<file path="config.mk">
export PLATFORM = sky130hd
export DESIGN_NAME = pipeline_run_monitor
export DESIGN_NICKNAME = d
export VERILOG_FILES = /design/src/rtl/pipeline_run_monitor.sv
export SDC_FILE = /design/constraint.sdc
export NUM_CORES = 1
export LEC_CHECK = 0
export ABC_AREA = 1
export BUFFER_PORTS_ARGS = -buffer_cell sky130_fd_sc_hd__buf_2
export CAP_MARGIN = 20
export CELL_PAD_IN_SITES_DETAIL_PLACEMENT = 1
export CELL_PAD_IN_SITES_GLOBAL_PLACEMENT = 1
export CORE_MARGIN = 4
export CORE_UTILIZATION = 33
export DETAILED_ROUTE_END_ITERATION = 7
export PLACE_DENSITY = 0.85
export SYNTH_ARGS = -nofsm -noshare
export SYNTH_HDL_FRONTEND = slang
export SYNTH_SLANG_ARGS = --single-unit
</file>
<file path="constraint.sdc">
create_clock -name clk -period 2.3 [get_ports clk]
set_clock_uncertainty 0.1 [all_clocks]
set_input_delay 0.115 -clock clk [delete_from_list [all_inputs] [get_ports clk]]
set_output_delay 0.115 -clock clk [all_outputs]
set_load 0.005 [all_outputs]
</file>
<file path="src/rtl/pipeline_run_monitor.sv">
// Run controller for the MIPS pipeline harness: gates the core, detects pass/fail/timeout/hang.
// Optional store-trace FIFO enabled by defining PIPELINE_RUN_MONITOR_TRACE_EN.
module pipeline_run_monitor #(
   parameter int                ADDR_W      = 32,
   parameter int                DATA_W      = 32,
   parameter int                CNT_W       = 16,
   parameter int                MAX_CYCLES  = 58,
   parameter int                HANG_LIMIT  = 8,
   parameter logic [ADDR_W-1:0] TOHOST_ADDR = ADDR_W'(32'h3FC),
   parameter int                TRACE_DEPTH = 8
) (
   input  logic              clk,
   input  logic              rst,
   input  logic              start,
   input  logic [ADDR_W-1:0] adr_inst,
   input  logic [ADDR_W-1:0] adr_mem,
   input  logic [DATA_W-1:0] write_data_mem,
   input  logic              mem_write,
   output logic              run_en,
   output logic              done,
   output logic [2:0]        result,
   output logic [DATA_W-1:0] exit_code,
   output logic [CNT_W-1:0]  cycle_cnt,
   output logic [CNT_W-1:0]  store_cnt,
   output logic              trace_valid,
   output logic [ADDR_W-1:0] trace_addr,
   output logic [DATA_W-1:0] trace_data,
   input  logic              trace_pop,
   output logic              trace_ovf
);

   typedef enum logic [1:0] {
      IDLE = 2'd0,
      RUN  = 2'd1,
      DONE = 2'd2
   } state_t;

   localparam logic [2:0] RES_NONE    = 3'd0;
   localparam logic [2:0] RES_PASS    = 3'd1;
   localparam logic [2:0] RES_FAIL    = 3'd2;
   localparam logic [2:0] RES_TIMEOUT = 3'd3;
   localparam logic [2:0] RES_HANG    = 3'd4;

   localparam int HANG_W = (HANG_LIMIT > 1) ? $clog2(HANG_LIMIT) : 1;

   state_t              state_q, state_d;
   logic [2:0]          result_q, result_d;
   logic [DATA_W-1:0]   exit_code_q, exit_code_d;
   logic [CNT_W-1:0]    cycle_cnt_q, cycle_cnt_d;
   logic [CNT_W-1:0]    store_cnt_q, store_cnt_d;
   logic [HANG_W-1:0]   hang_cnt_q, hang_cnt_d;
   logic [ADDR_W-1:0]   prev_adr_q, prev_adr_d;
   logic                first_q, first_d;

   logic                is_run;
   logic                enter_run;
   logic                store_evt;
   logic                tohost_evt;
   logic                other_store;
   logic                addr_same;
   logic [HANG_W-1:0]   hang_next;
   logic                hang_evt;
   logic                timeout_evt;

   assign is_run      = (state_q == RUN);
   assign enter_run   = !is_run && start;
   assign store_evt   = is_run && mem_write;
   assign tohost_evt  = store_evt && (adr_mem == TOHOST_ADDR) && (write_data_mem != '0);
   assign other_store = store_evt && (adr_mem != TOHOST_ADDR);
   // The first RUN cycle has no valid previous address, so it always starts a new streak.
   assign addr_same   = !first_q && (adr_inst == prev_adr_q);
   assign timeout_evt = is_run && (cycle_cnt_q == CNT_W'(MAX_CYCLES - 1));

   always_comb begin
      hang_next = '0;
      if (addr_same) begin
         hang_next = (hang_cnt_q == '1) ? hang_cnt_q : hang_cnt_q + HANG_W'(1);
      end
   end

   assign hang_evt = (HANG_LIMIT != 0) && is_run && addr_same &&
                     (hang_next == HANG_W'(HANG_LIMIT - 1));

   always_comb begin
      state_d     = state_q;
      result_d    = result_q;
      exit_code_d = exit_code_q;
      cycle_cnt_d = cycle_cnt_q;
      store_cnt_d = store_cnt_q;
      hang_cnt_d  = hang_cnt_q;
      prev_adr_d  = prev_adr_q;
      first_d     = first_q;
      unique case (state_q)
         IDLE, DONE: begin
            if (start) begin
               state_d     = RUN;
               result_d    = RES_NONE;
               exit_code_d = '0;
               cycle_cnt_d = '0;
               store_cnt_d = '0;
               hang_cnt_d  = '0;
               first_d     = 1'b1;
            end
         end
         RUN: begin
            cycle_cnt_d = (cycle_cnt_q == '1) ? cycle_cnt_q : cycle_cnt_q + CNT_W'(1);
            hang_cnt_d  = hang_next;
            prev_adr_d  = adr_inst;
            first_d     = 1'b0;
            if (other_store && (store_cnt_q != '1)) begin
               store_cnt_d = store_cnt_q + CNT_W'(1);
            end
            // A tohost store outranks hang, which outranks timeout.
            if (tohost_evt) begin
               state_d     = DONE;
               result_d    = (write_data_mem == DATA_W'(1)) ? RES_PASS : RES_FAIL;
               exit_code_d = write_data_mem;
            end else if (hang_evt) begin
               state_d  = DONE;
               result_d = RES_HANG;
            end else if (timeout_evt) begin
               state_d  = DONE;
               result_d = RES_TIMEOUT;
            end
         end
         default: state_d = IDLE;
      endcase
   end

   always_ff @(posedge clk) begin
      if (rst) begin
         state_q     <= IDLE;
         result_q    <= RES_NONE;
         exit_code_q <= '0;
         cycle_cnt_q <= '0;
         store_cnt_q <= '0;
         hang_cnt_q  <= '0;
         prev_adr_q  <= '0;
         first_q     <= 1'b0;
      end else begin
         state_q     <= state_d;
         result_q    <= result_d;
         exit_code_q <= exit_code_d;
         cycle_cnt_q <= cycle_cnt_d;
         store_cnt_q <= store_cnt_d;
         hang_cnt_q  <= hang_cnt_d;
         prev_adr_q  <= prev_adr_d;
         first_q     <= first_d;
      end
   end

   assign run_en    = is_run;
   assign done      = (state_q == DONE);
   assign result    = result_q;
   assign exit_code = exit_code_q;
   assign cycle_cnt = cycle_cnt_q;
   assign store_cnt = store_cnt_q;

`ifdef PIPELINE_RUN_MONITOR_TRACE_EN
   localparam int PTR_W = $clog2(TRACE_DEPTH);

   logic [ADDR_W-1:0] fifo_addr_q [TRACE_DEPTH];
   logic [ADDR_W-1:0] fifo_addr_d [TRACE_DEPTH];
   logic [DATA_W-1:0] fifo_data_q [TRACE_DEPTH];
   logic [DATA_W-1:0] fifo_data_d [TRACE_DEPTH];
   logic [PTR_W-1:0]  wr_ptr_q, wr_ptr_d;
   logic [PTR_W-1:0]  rd_ptr_q, rd_ptr_d;
   logic [PTR_W:0]    count_q, count_d;
   logic              ovf_q, ovf_d;
   logic              fifo_full;
   logic              pop_ok;
   logic              push_ok;

   assign fifo_full = (count_q == (PTR_W + 1)'(TRACE_DEPTH));
   assign pop_ok    = trace_pop && (count_q != '0);
   // When full, a push is only accepted if the head slot is freed in the same cycle.
   assign push_ok   = other_store && (!fifo_full || pop_ok);

   always_comb begin
      fifo_addr_d = fifo_addr_q;
      fifo_data_d = fifo_data_q;
      wr_ptr_d    = wr_ptr_q;
      rd_ptr_d    = rd_ptr_q;
      count_d     = count_q;
      ovf_d       = ovf_q;
      if (enter_run) begin
         wr_ptr_d = '0;
         rd_ptr_d = '0;
         count_d  = '0;
         ovf_d    = 1'b0;
      end else begin
         if (push_ok) begin
            fifo_addr_d[wr_ptr_q] = adr_mem;
            fifo_data_d[wr_ptr_q] = write_data_mem;
            wr_ptr_d              = wr_ptr_q + PTR_W'(1);
         end else if (other_store) begin
            ovf_d = 1'b1;
         end
         if (pop_ok) begin
            rd_ptr_d = rd_ptr_q + PTR_W'(1);
         end
         unique case ({push_ok, pop_ok})
            2'b10:   count_d = count_q + (PTR_W + 1)'(1);
            2'b01:   count_d = count_q - (PTR_W + 1)'(1);
            default: count_d = count_q;
         endcase
      end
   end

   always_ff @(posedge clk) begin
      if (rst) begin
         wr_ptr_q <= '0;
         rd_ptr_q <= '0;
         count_q  <= '0;
         ovf_q    <= 1'b0;
      end else begin
         wr_ptr_q <= wr_ptr_d;
         rd_ptr_q <= rd_ptr_d;
         count_q  <= count_d;
         ovf_q    <= ovf_d;
      end
   end

   always_ff @(posedge clk) begin
      fifo_addr_q <= fifo_addr_d;
      fifo_data_q <= fifo_data_d;
   end

   assign trace_valid = (count_q != '0);
   assign trace_addr  = fifo_addr_q[rd_ptr_q];
   assign trace_data  = fifo_data_q[rd_ptr_q];
   assign trace_ovf   = ovf_q;
`else
   logic unused_trace;

   assign unused_trace = trace_pop | enter_run | (TRACE_DEPTH == 0);
   assign trace_valid  = 1'b0;
   assign trace_addr   = '0;
   assign trace_data   = '0;
   assign trace_ovf    = 1'b0;
`endif

endmodule

</file>
Word level (Yosys, flattened, before mapping)
Index checks and enable logic that the tools add are counted.
{ "totals": {"ff_bits": 105, "wordCells": 71} }
{ "op_classes": {"muxes": 24, "n_reduce_logical": 20, "addsub": 3, "eq_ne": 16} }
{ "ops": {"columns": ["operator", "n"], "rows": [
  ["32-bit 2-to-1 mux", 2],
  ["16-bit one-hot mux with 2 select lines", 2],
  ["32-bit one-hot mux with 2 select lines", 1],
  ["16-bit 2-to-1 mux", 3],
  ["16-bit by 1-bit adder with 16-bit output, second input constant", 2],
  ["32-bit by 1-bit == test with 1-bit output, second input constant", 1],
  ["32-bit by 10-bit == test with 1-bit output, second input constant", 1],
  ["32-bit == test", 1],
  ["32-bit by 10-bit != test with 1-bit output, second input constant", 1],
  ["32-bit nonzero test", 1],
  ["3-bit 2-to-1 mux", 6],
  ["16-bit == test, second input constant", 1],
  ["16-bit by 6-bit == test with 1-bit output, second input constant", 1],
  ["16-bit != test, second input constant", 1],
  ["3-bit one-hot mux with 2 select lines", 2],
  ["3-bit AND reduction", 4],
  ["2-bit 2-to-1 mux", 5],
  ["1-bit logical AND", 9],
  ["3-bit == test, second input constant", 2],
  ["2-bit by 1-bit != test with 1-bit output, second input constant", 2],
  ["2-bit != test, second input constant", 2],
  ["4-bit by 1-bit != test with 1-bit output, second input constant", 1],
  ["2-bit one-hot mux with 2 select lines", 1],
  ["2-bit AND reduction", 2],
  ["other kinds (9)", 9]
]} }

Logic depth before layout (Yosys ltp)
Gate-level depths: netlist of the first run.
{ "logic_depth": {"depth_word": 8, "depth_mapped": 15, "depth_no_buf": 15} }

Least setup slack after synthesis of the first run
OpenSTA, ideal clock, no wires.
{ "synth_path": {"path_type": "register to register", "from": "reg store_cnt_q[0] (netlist: store_cnt[0])", "to": "reg store_cnt_q[1] (netlist: store_cnt[1])", "path_stages_with_launch": 11, "t_required_ns": 2.114, "path_buffers": 1, "path_slack_ns": 0.508, "arrival_time_ns": 1.606, "cell_sequence": "dfxtp_1 ha_1 nand2_1 nor3_2 nand4_1 o21ai_2 nand2_2 inv_2 buf_6 nor2_2 a211oi_1"} }
{ "synth_via": {"elab_chain_cells": 4} }
{ "synth_lines": {"columns": ["element", "line", "text"], "rows": [
  ["start: declaration", "50", "logic [CNT_W-1:0] store_cnt_q, store_cnt_d;"],
  ["start signal: assignment", "145", "store_cnt_q <= store_cnt_d;"],
  ["branches (longest 4 deep; another with 16-bit by 1-bit adder with 16-bit output)", null, null]
]} }
Several ways; the timed one is not identified. The select of a mux whose other input is x is not followed.
A chain may end at the register's enable or synchronous reset.

Worst setup path in the final report of the first run
{ "layout_path": {"from": "in write_data_mem[2]", "to": "reg exit_code_q[13] (netlist: exit_code[13])"} }
{ "layout_via": {"elab_chain_cells": 4} }
{ "layout_lines": {"columns": ["element", "line", "text"], "rows": [
  ["start: declaration", "17", "input logic [DATA_W-1:0] write_data_mem,"],
  ["32-bit nonzero test", "68", "assign tohost_evt = store_evt && (adr_mem == TOHOST_ADDR) && (write_data_mem != '0);"],
  ["1-bit logical AND", "68", null],
  ["2-bit by 1-bit != test with 1-bit output (no source line)", null, null],
  ["3-bit AND reduction (no source line)", null, null],
  ["end signal: assignment", "143", "exit_code_q <= exit_code_d;"],
  ["end: declaration", "48", "logic [DATA_W-1:0] exit_code_q, exit_code_d;"]
]} }
No other way between the ends.

==> impl_metrics.env, run 1 <==
export IMPL_status="completed"
export IMPL_leakage_nw=3.425
export IMPL_cts_tree="yes"
export IMPL_viasPerCell=4.625
export IMPL_max_vdd_ir_drop_mv=0.3148
export IMPL_slew_viol_final=0
export IMPL_cellPowerDensity_nw_per_um2=571.9
export IMPL_ant_nets=0
export IMPL_finalSetupViolCount=0
export IMPL_fmax_ghz=0.4727
export IMPL_max_cap_violations=0
export IMPL_area_delta_synth_final_pct=32.43
export IMPL_clock_latency_ns=0.35
export IMPL_crit_type="in2reg"
export IMPL_grt_max_degree=44
export IMPL_required_ns=2.48
export IMPL_crit_fanout=32
export IMPL_die_x_um=138.4
export IMPL_drc=0
export IMPL_rsz0062_at_grt="false"
export IMPL_grt_pass1_wl_mm=31.04
export IMPL_syn_area_per_cell_um2=7.091
export IMPL_top_layer_used="met4"
export IMPL_met1_length_mm=7.651
export IMPL_ctsHtreeMaxLevel=3
export IMPL_numCtsBuffers=9
export IMPL_initial_core_util=0.3370
export IMPL_worstPathArrival_ns=2.29
export IMPL_netlist_area_um2=5609
export IMPL_ys_ff_latch=105
export IMPL_grt_pass1_vias=6171
export IMPL_placed_cells=1165
export IMPL_syn_inst=791
export IMPL_clk_path_buf_depth=2
export IMPL_fill_cells=2163
export IMPL_post_place_ws_ns=0.2412
export IMPL_drive_gt1_frac=0.2278
export IMPL_clk_pin_slew_ns=0.08
export IMPL_setup_tns_ns=0
export IMPL_wirelength_mm=18.80
export IMPL_clockRootBuffer="clkbuf_16"
export IMPL_hold_path_class="in2reg"
export IMPL_track_usage=0.1953
export IMPL_endpoint_kind="flop"
export IMPL_overflow=0
export IMPL_die_area_um2=19150
export IMPL_clock_sinks=105
export IMPL_r2r_setup_slack_ns=0.27
export IMPL_startpoint_type="input port"
export IMPL_min_period_ns=2.116
export IMPL_met3_length_mm=1.338
export IMPL_ff_latch_area_um2=2102
export IMPL_ios=236
export IMPL_place_hpwl_mm=13.18
export IMPL_synthDistinctLibCells=43
export IMPL_post_route_period_util=0.9199
export IMPL_synth_seq_area_share=0.3747
export IMPL_final_nets=1127
export IMPL_io_buffers=168
export IMPL_ys_warn_count=0
export IMPL_antenna_found_initial=0
export IMPL_first_iter_violations=226
export IMPL_multiInputGateArea_um2=2800
export IMPL_dr_pass1_iters=4
export IMPL_gp_congestion=0.8371
export IMPL_wire_per_inst_um=15.08
export IMPL_vias=5767
export IMPL_fin_cells=1247
export IMPL_antennaDiodeCount=0
export IMPL_fp_dieH_um=138.4
export IMPL_rows=47
export IMPL_wl_met2_mm=9.496
export IMPL_fp_coreArea_um2=16640
export IMPL_hold_viol=0
export IMPL_fin_ws_ns=0.1843
worst max-delay path, stage by stage:
cell and delay (ns):
dlygate4sd3_1 0.57, buf_2 0.14, or2_1 0.20, nor2_1 0.09, nand3_1 0.10, nor3_2 0.13
nand2_1 0.08, nand3_2 0.11, nand2_2 0.07, nand2_2 0.06, buf_4 0.33, a22oi_1 0.13
nor2_1 0.16
registers in the layout, summed over array words and instances (netlist names):
register    count
exit_code      32
prev_adr_q     32
cycle_cnt      16
store_cnt      16
hang_cnt_q      3
result          3
state_q         2
first_q         1
metal layers:
metal	up-vias	global-route usage
li1	2892	-
met2	184	0.3530
met4	0	0.05720
met3	21	0.05905
met1	2670	0.2217
met5	-	0
stage by stage:
| step | instance area (µm²) | util | hold WS (ns) | power [mW] |
|---|---|---|---|---|
| floorplan | 5853 | - | 0.1426 | 2.412 |
| global placement | 6450 | 0.3876 | 0.2724 | 2.533 |
| detailed placement | 6450 | 0.3876 | 0.2778 | 2.555 |
| CTS | 7420 | 0.4458 | 0.1662 | 4.299 |
| global route | 7428 | 0.4464 | 0.2098 | 4.479 |
| finish | 7428 | 0.4464 | 0.1596 | 4.248 |
repair_timing:
action                                  in CTS  in global routing
hold buffers                                66                  0
endpoints found under the setup margin       0                  4
gates resized for setup                      0                  3
buffers inserted                             0                  0
endpoints found under the hold margin       72                  0
cell usage after synthesis, drive strengths merged:
library cell,n,area (µm²)
a211oi,4,30.03
a21oi,64,320.3
a22oi,24,180.2
a31o,1,8.760
and3,1,6.260
and3b,1,8.760
buf,78,576.8
clkbuf,14,52.55
clkinv,2,12.51
conb,1,3.750
dfxtp,105,2102
ha,4,50.05
inv,83,316.5
mux2,1,11.26
nand2,147,579.3
nand3,30,182.7
nand3b,1,7.510
nand4,15,93.84
nor2,125,506.7
nor3,12,75.07
nor4,10,62.56
o211a,1,10.01
o21a,1,7.510
o21ai,44,224.0
o22ai,3,18.77
or2,2,12.52
xnor2,8,70.07
xor2,9,78.83
cells in the final DEF (no fill, tap or decap), types with 2 or more instances in the layout:
| master | count |
|---|---|
| buf_2 | 168 |
| nand2_1 | 140 |
| nor2_1 | 113 |
| dfxtp_1 | 105 |
| inv_1 | 78 |
| conb_1 | 66 |
| dlygate4sd3_1 | 66 |
| a21oi_1 | 64 |
| o21ai_0 | 43 |
| nand3_1 | 25 |
| a22oi_1 | 24 |
| nand4_1 | 15 |
| buf_4 | 12 |
| nor4_1 | 10 |
| nor3_1 | 9 |
| nor2_2 | 9 |
| xor2_1 | 9 |
| clkbuf_16 | 9 |
| xnor2_1 | 8 |
| nand2_2 | 5 |
| nand3_2 | 4 |
| a211oi_1 | 4 |
| ha_1 | 4 |
| nor2_4 | 3 |
| nor3_2 | 3 |
| clkinv_4 | 3 |
| o22ai_1 | 3 |
| inv_2 | 2 |
| inv_4 | 2 |
| nand2_4 | 2 |
| inv_6 | 2 |
power breakdown:
part	internal (mW)	switching [mW]	leakage, nW
logic	0.279	0.398	2.42
clock network	0.866	0.770	0.149
registers	1.89	0.0483	0.853
total	3.03	1.22	3.43
final timing paths:
| check | start | to | cells after the start |
|---|---|---|---|
| worst max register to register | prev_adr_q[20] | state_q[1] | 15 |
| worst min-delay path | mem_write | result[1] | 6 |
| worst min register to register | exit_code[25] | exit_code[25] | 2 |
| worst max-delay path | write_data_mem[2] | exit_code[13] | 13 |
area by class of cell:
| cell class | instances | area share |
|---|---|---|
| multi-input combinational | 574 | 0.3770 |
| sequential | 105 | 0.2830 |
| timing repair buffer | 247 | 0.2169 |
| inverter | 85 | 0.04447 |
| tap | 220 | 0.03706 |
| clock buffer | 9 | 0.03032 |
| clock inverter | 7 | 0.01129 |
kinds of logic after synthesis:
kind of cell | share of synthesized area
and+or+nand+nor | 0.2737
buffers and inverters | 0.1709
AOI/OAI and AO/OA | 0.1425
DFF | 0.3747
xor gates and xnor gates | 0.02655
adders and majority gates | 0.008923
other | 0.0006686
muxes | 0.002007
Note: power is estimated with default switching activity, not from simulation.
==> run 2: changes to the inputs <==
PLACE_DENSITY = 0.87   (was 0.85)
==> impl_metrics.env, run 2 (synthesis gave the netlist of run 1 again) <==
export IMPL_status="completed"
export IMPL_wirelength_mm=19.81
export IMPL_critPathBufInv=3
export IMPL_area_delta_synth_final_pct=32.12
export IMPL_wl_met2_mm=10.18
export IMPL_clock_sinks=105
export IMPL_vias=5936
export IMPL_track_usage=0.2018
export IMPL_final_cell_area_um2=7411
export IMPL_r2r_start="state_q[0]"
export IMPL_dr_pass1_iters=6
export IMPL_drive_gt1_frac=0.2303
export IMPL_met1_length_mm=7.815
export IMPL_crit_path_frequent_cell="nand2_1"
export IMPL_clk_pin_slew_ns=0.08
export IMPL_setup_tns_ns=0
export IMPL_rows=47
export IMPL_clock_power_share=0.369
export IMPL_p_sw_frac=0.2978
export IMPL_grt_pass1_vias=6308
export IMPL_viasPerCell=4.753
export IMPL_hold_start="adr_inst[17]"
export IMPL_ff_latch_area_um2=2102
export IMPL_fin_cells=1249
export IMPL_hold_path_class="in2reg"
export IMPL_p_switching_mw=1.241
export IMPL_rr_endpoint="store_cnt[12]"
export IMPL_r2r_setup_slack_ns=0.19
export IMPL_grt_max_degree=49
export IMPL_place_hpwl_mm=13.25
export IMPL_power_share_combinational=0.167
export IMPL_critical_path_max_stage_delay_ns=0.58
export IMPL_overflow=0
export IMPL_met3_length_mm=1.286
export IMPL_mostFrequentLayoutCell="buf_2"
export IMPL_crit_chain="dlygate4sd3_1 > buf_2 > inv_1 > o21ai_0 > nor2_1 > nand2_1 > nor2_1 > nand3_2 > nor2_2 > nand2_1 > nand2_4 > nand2_1 > nand2_1 > a21oi_1"
export IMPL_numCtsBuffers=9
export IMPL_antenna_found_initial=0
export IMPL_startpoint_type="input port"
export IMPL_power_internal_mw=2.925
export IMPL_path_delay_family="simple AND/OR/NAND/NOR gates"
export IMPL_gp_congestion=0.8212
export IMPL_hold_end="prev_adr_q[17]"
export IMPL_crit_fanout=8
export IMPL_io_buffers=168
export IMPL_fill_cells=2177
export IMPL_clk_path_buf_depth=2
export IMPL_fp_coreArea_um2=16640
export IMPL_place_area_um2=6445
export IMPL_drc=0
export IMPL_die_x_um=138.4
export IMPL_clockRootBuffer="clkbuf_16"
export IMPL_max_vdd_ir_drop_mv=0.3385
export IMPL_whs_path_depth=3
export IMPL_worstPathArrival_ns=2.27
export IMPL_top_layer_used="met4"
export IMPL_seq_power_share=0.464
export IMPL_placed_cells=1166
export IMPL_endpoint_kind="flop"
export IMPL_post_route_period_util=0.9303
export IMPL_fp_dieH_um=138.4
export IMPL_clock_latency_ns=0.35
export IMPL_cts_tree="yes"
export IMPL_leakage_nw=3.428
export IMPL_fmax_ghz=0.4674
export IMPL_ant_nets=0
export IMPL_wire_per_inst_um=15.86
export IMPL_fin_ws_ns=0.1604
export IMPL_min_period_ns=2.140
export IMPL_finalSetupViolCount=0
export IMPL_crit_type="in2reg"
export IMPL_fin_util=0.4453
export IMPL_antennaDiodeCount=0
export IMPL_ctsHtreeMaxLevel=3
export IMPL_first_iter_violations=182
export IMPL_cellPowerDensity_nw_per_um2=562.1
export IMPL_grt_pass1_wl_mm=31.93
export IMPL_crit_slowest_cell="dlygate4sd3_1"
export IMPL_layout_common_cells="buf_2, nand2_1, nor2_1"
export IMPL_reg2reg_depth=12
export IMPL_post_place_ws_ns=0.2039
export IMPL_required_ns=2.43
export IMPL_crit_start="adr_inst[13]"
export IMPL_final_nets=1129
export IMPL_slew_viol_final=0
export IMPL_initial_core_util=0.3370
export IMPL_hold_viol=0
export IMPL_die_area_um2=19150
export IMPL_multiInputGateArea_um2=2805
export IMPL_ios=236
export IMPL_max_cap_violations=0
-- run 2: changes by cell type in the layout (fill, tap and decap cells not counted), sizes merged --
cell / change
buf: +3
clkinv: +2
dlygate4sd3: -1
bufinv: -1
clkinvlp: -1
-- run 2: worst max-delay path by stage --
| stage | endpoint | slack, ns | cells after the start |
|---|---|---|---|
| after global routing | store_cnt[12] | -0.002 | 12 |
| after CTS | exit_code[19] | 0.1 | 12 |
| after floorplan | store_cnt[1] | 0.51 | 10 |
| after detailed placement | exit_code[19] | 0.20 | 11 |
| final | result[1] | 0.16 | 14 |
| after global placement | cycle_cnt[14] | 0.25 | 12 |
-- run 2: worst reg2reg max path, cell delays in order (launching register included) --
cell and delay (ns):
dfxtp_1 0.37, inv_2 0.07, nor2_4 0.21, buf_4 0.18, nand2_1 0.06, nor2_1 0.19
o21ai_2 0.09, nand2_2 0.08, clkinv_2 0.20, nor2_1 0.20, nand3_1 0.12, nor2_1 0.11
nor2_1 0.04
-- run 2: through the flow --
stage / hold WS [ns] / power, mW
2_1_floorplan: 0.1426 / 2.412
3_3_place_gp: 0.2748 / 2.531
3_5_place_dp: 0.2772 / 2.557
4_1_cts: 0.03303 / 4.193
5_1_grt: 0.08998 / 4.395
6_report: 0.04622 / 4.166
-- run 2: what timing repair did --
action / in CTS / in global routing
setup endpoints to repair: 0 / 37
setup buffers: 0 / 2
gates resized for setup: 0 / 4
endpoints found under the hold margin: 66 / 0
hold buffers: 65 / 0
-- run 2: layer usage --
metal	global-route usage	vias up
met1	0.2206	2815
met5	0	-
met4	0.07488	0
li1	-	2895
met3	0.05283	38
met2	0.3733	188
-- run 2: final cells by class --
cell class | count | area share
Multi-Input combinational cell | 574 | 0.3785
Sequential cell | 105 | 0.2836
Timing Repair Buffer | 249 | 0.2175
Inverter | 85 | 0.04457
Tap cell | 220 | 0.03714
Clock buffer | 9 | 0.03039
Clock inverter | 7 | 0.008273
-- run 2: power groups by stage --
stage          registers [mW]  clock network, mW  logic [mW]
6_report                 1.93               1.54       0.696
5_1_grt                  1.94               1.67       0.776
4_1_cts                  1.93               1.59       0.673
3_5_place_dp             1.98                  0       0.581
3_3_place_gp             1.97                  0       0.562
2_1_floorplan            1.97                  0       0.445
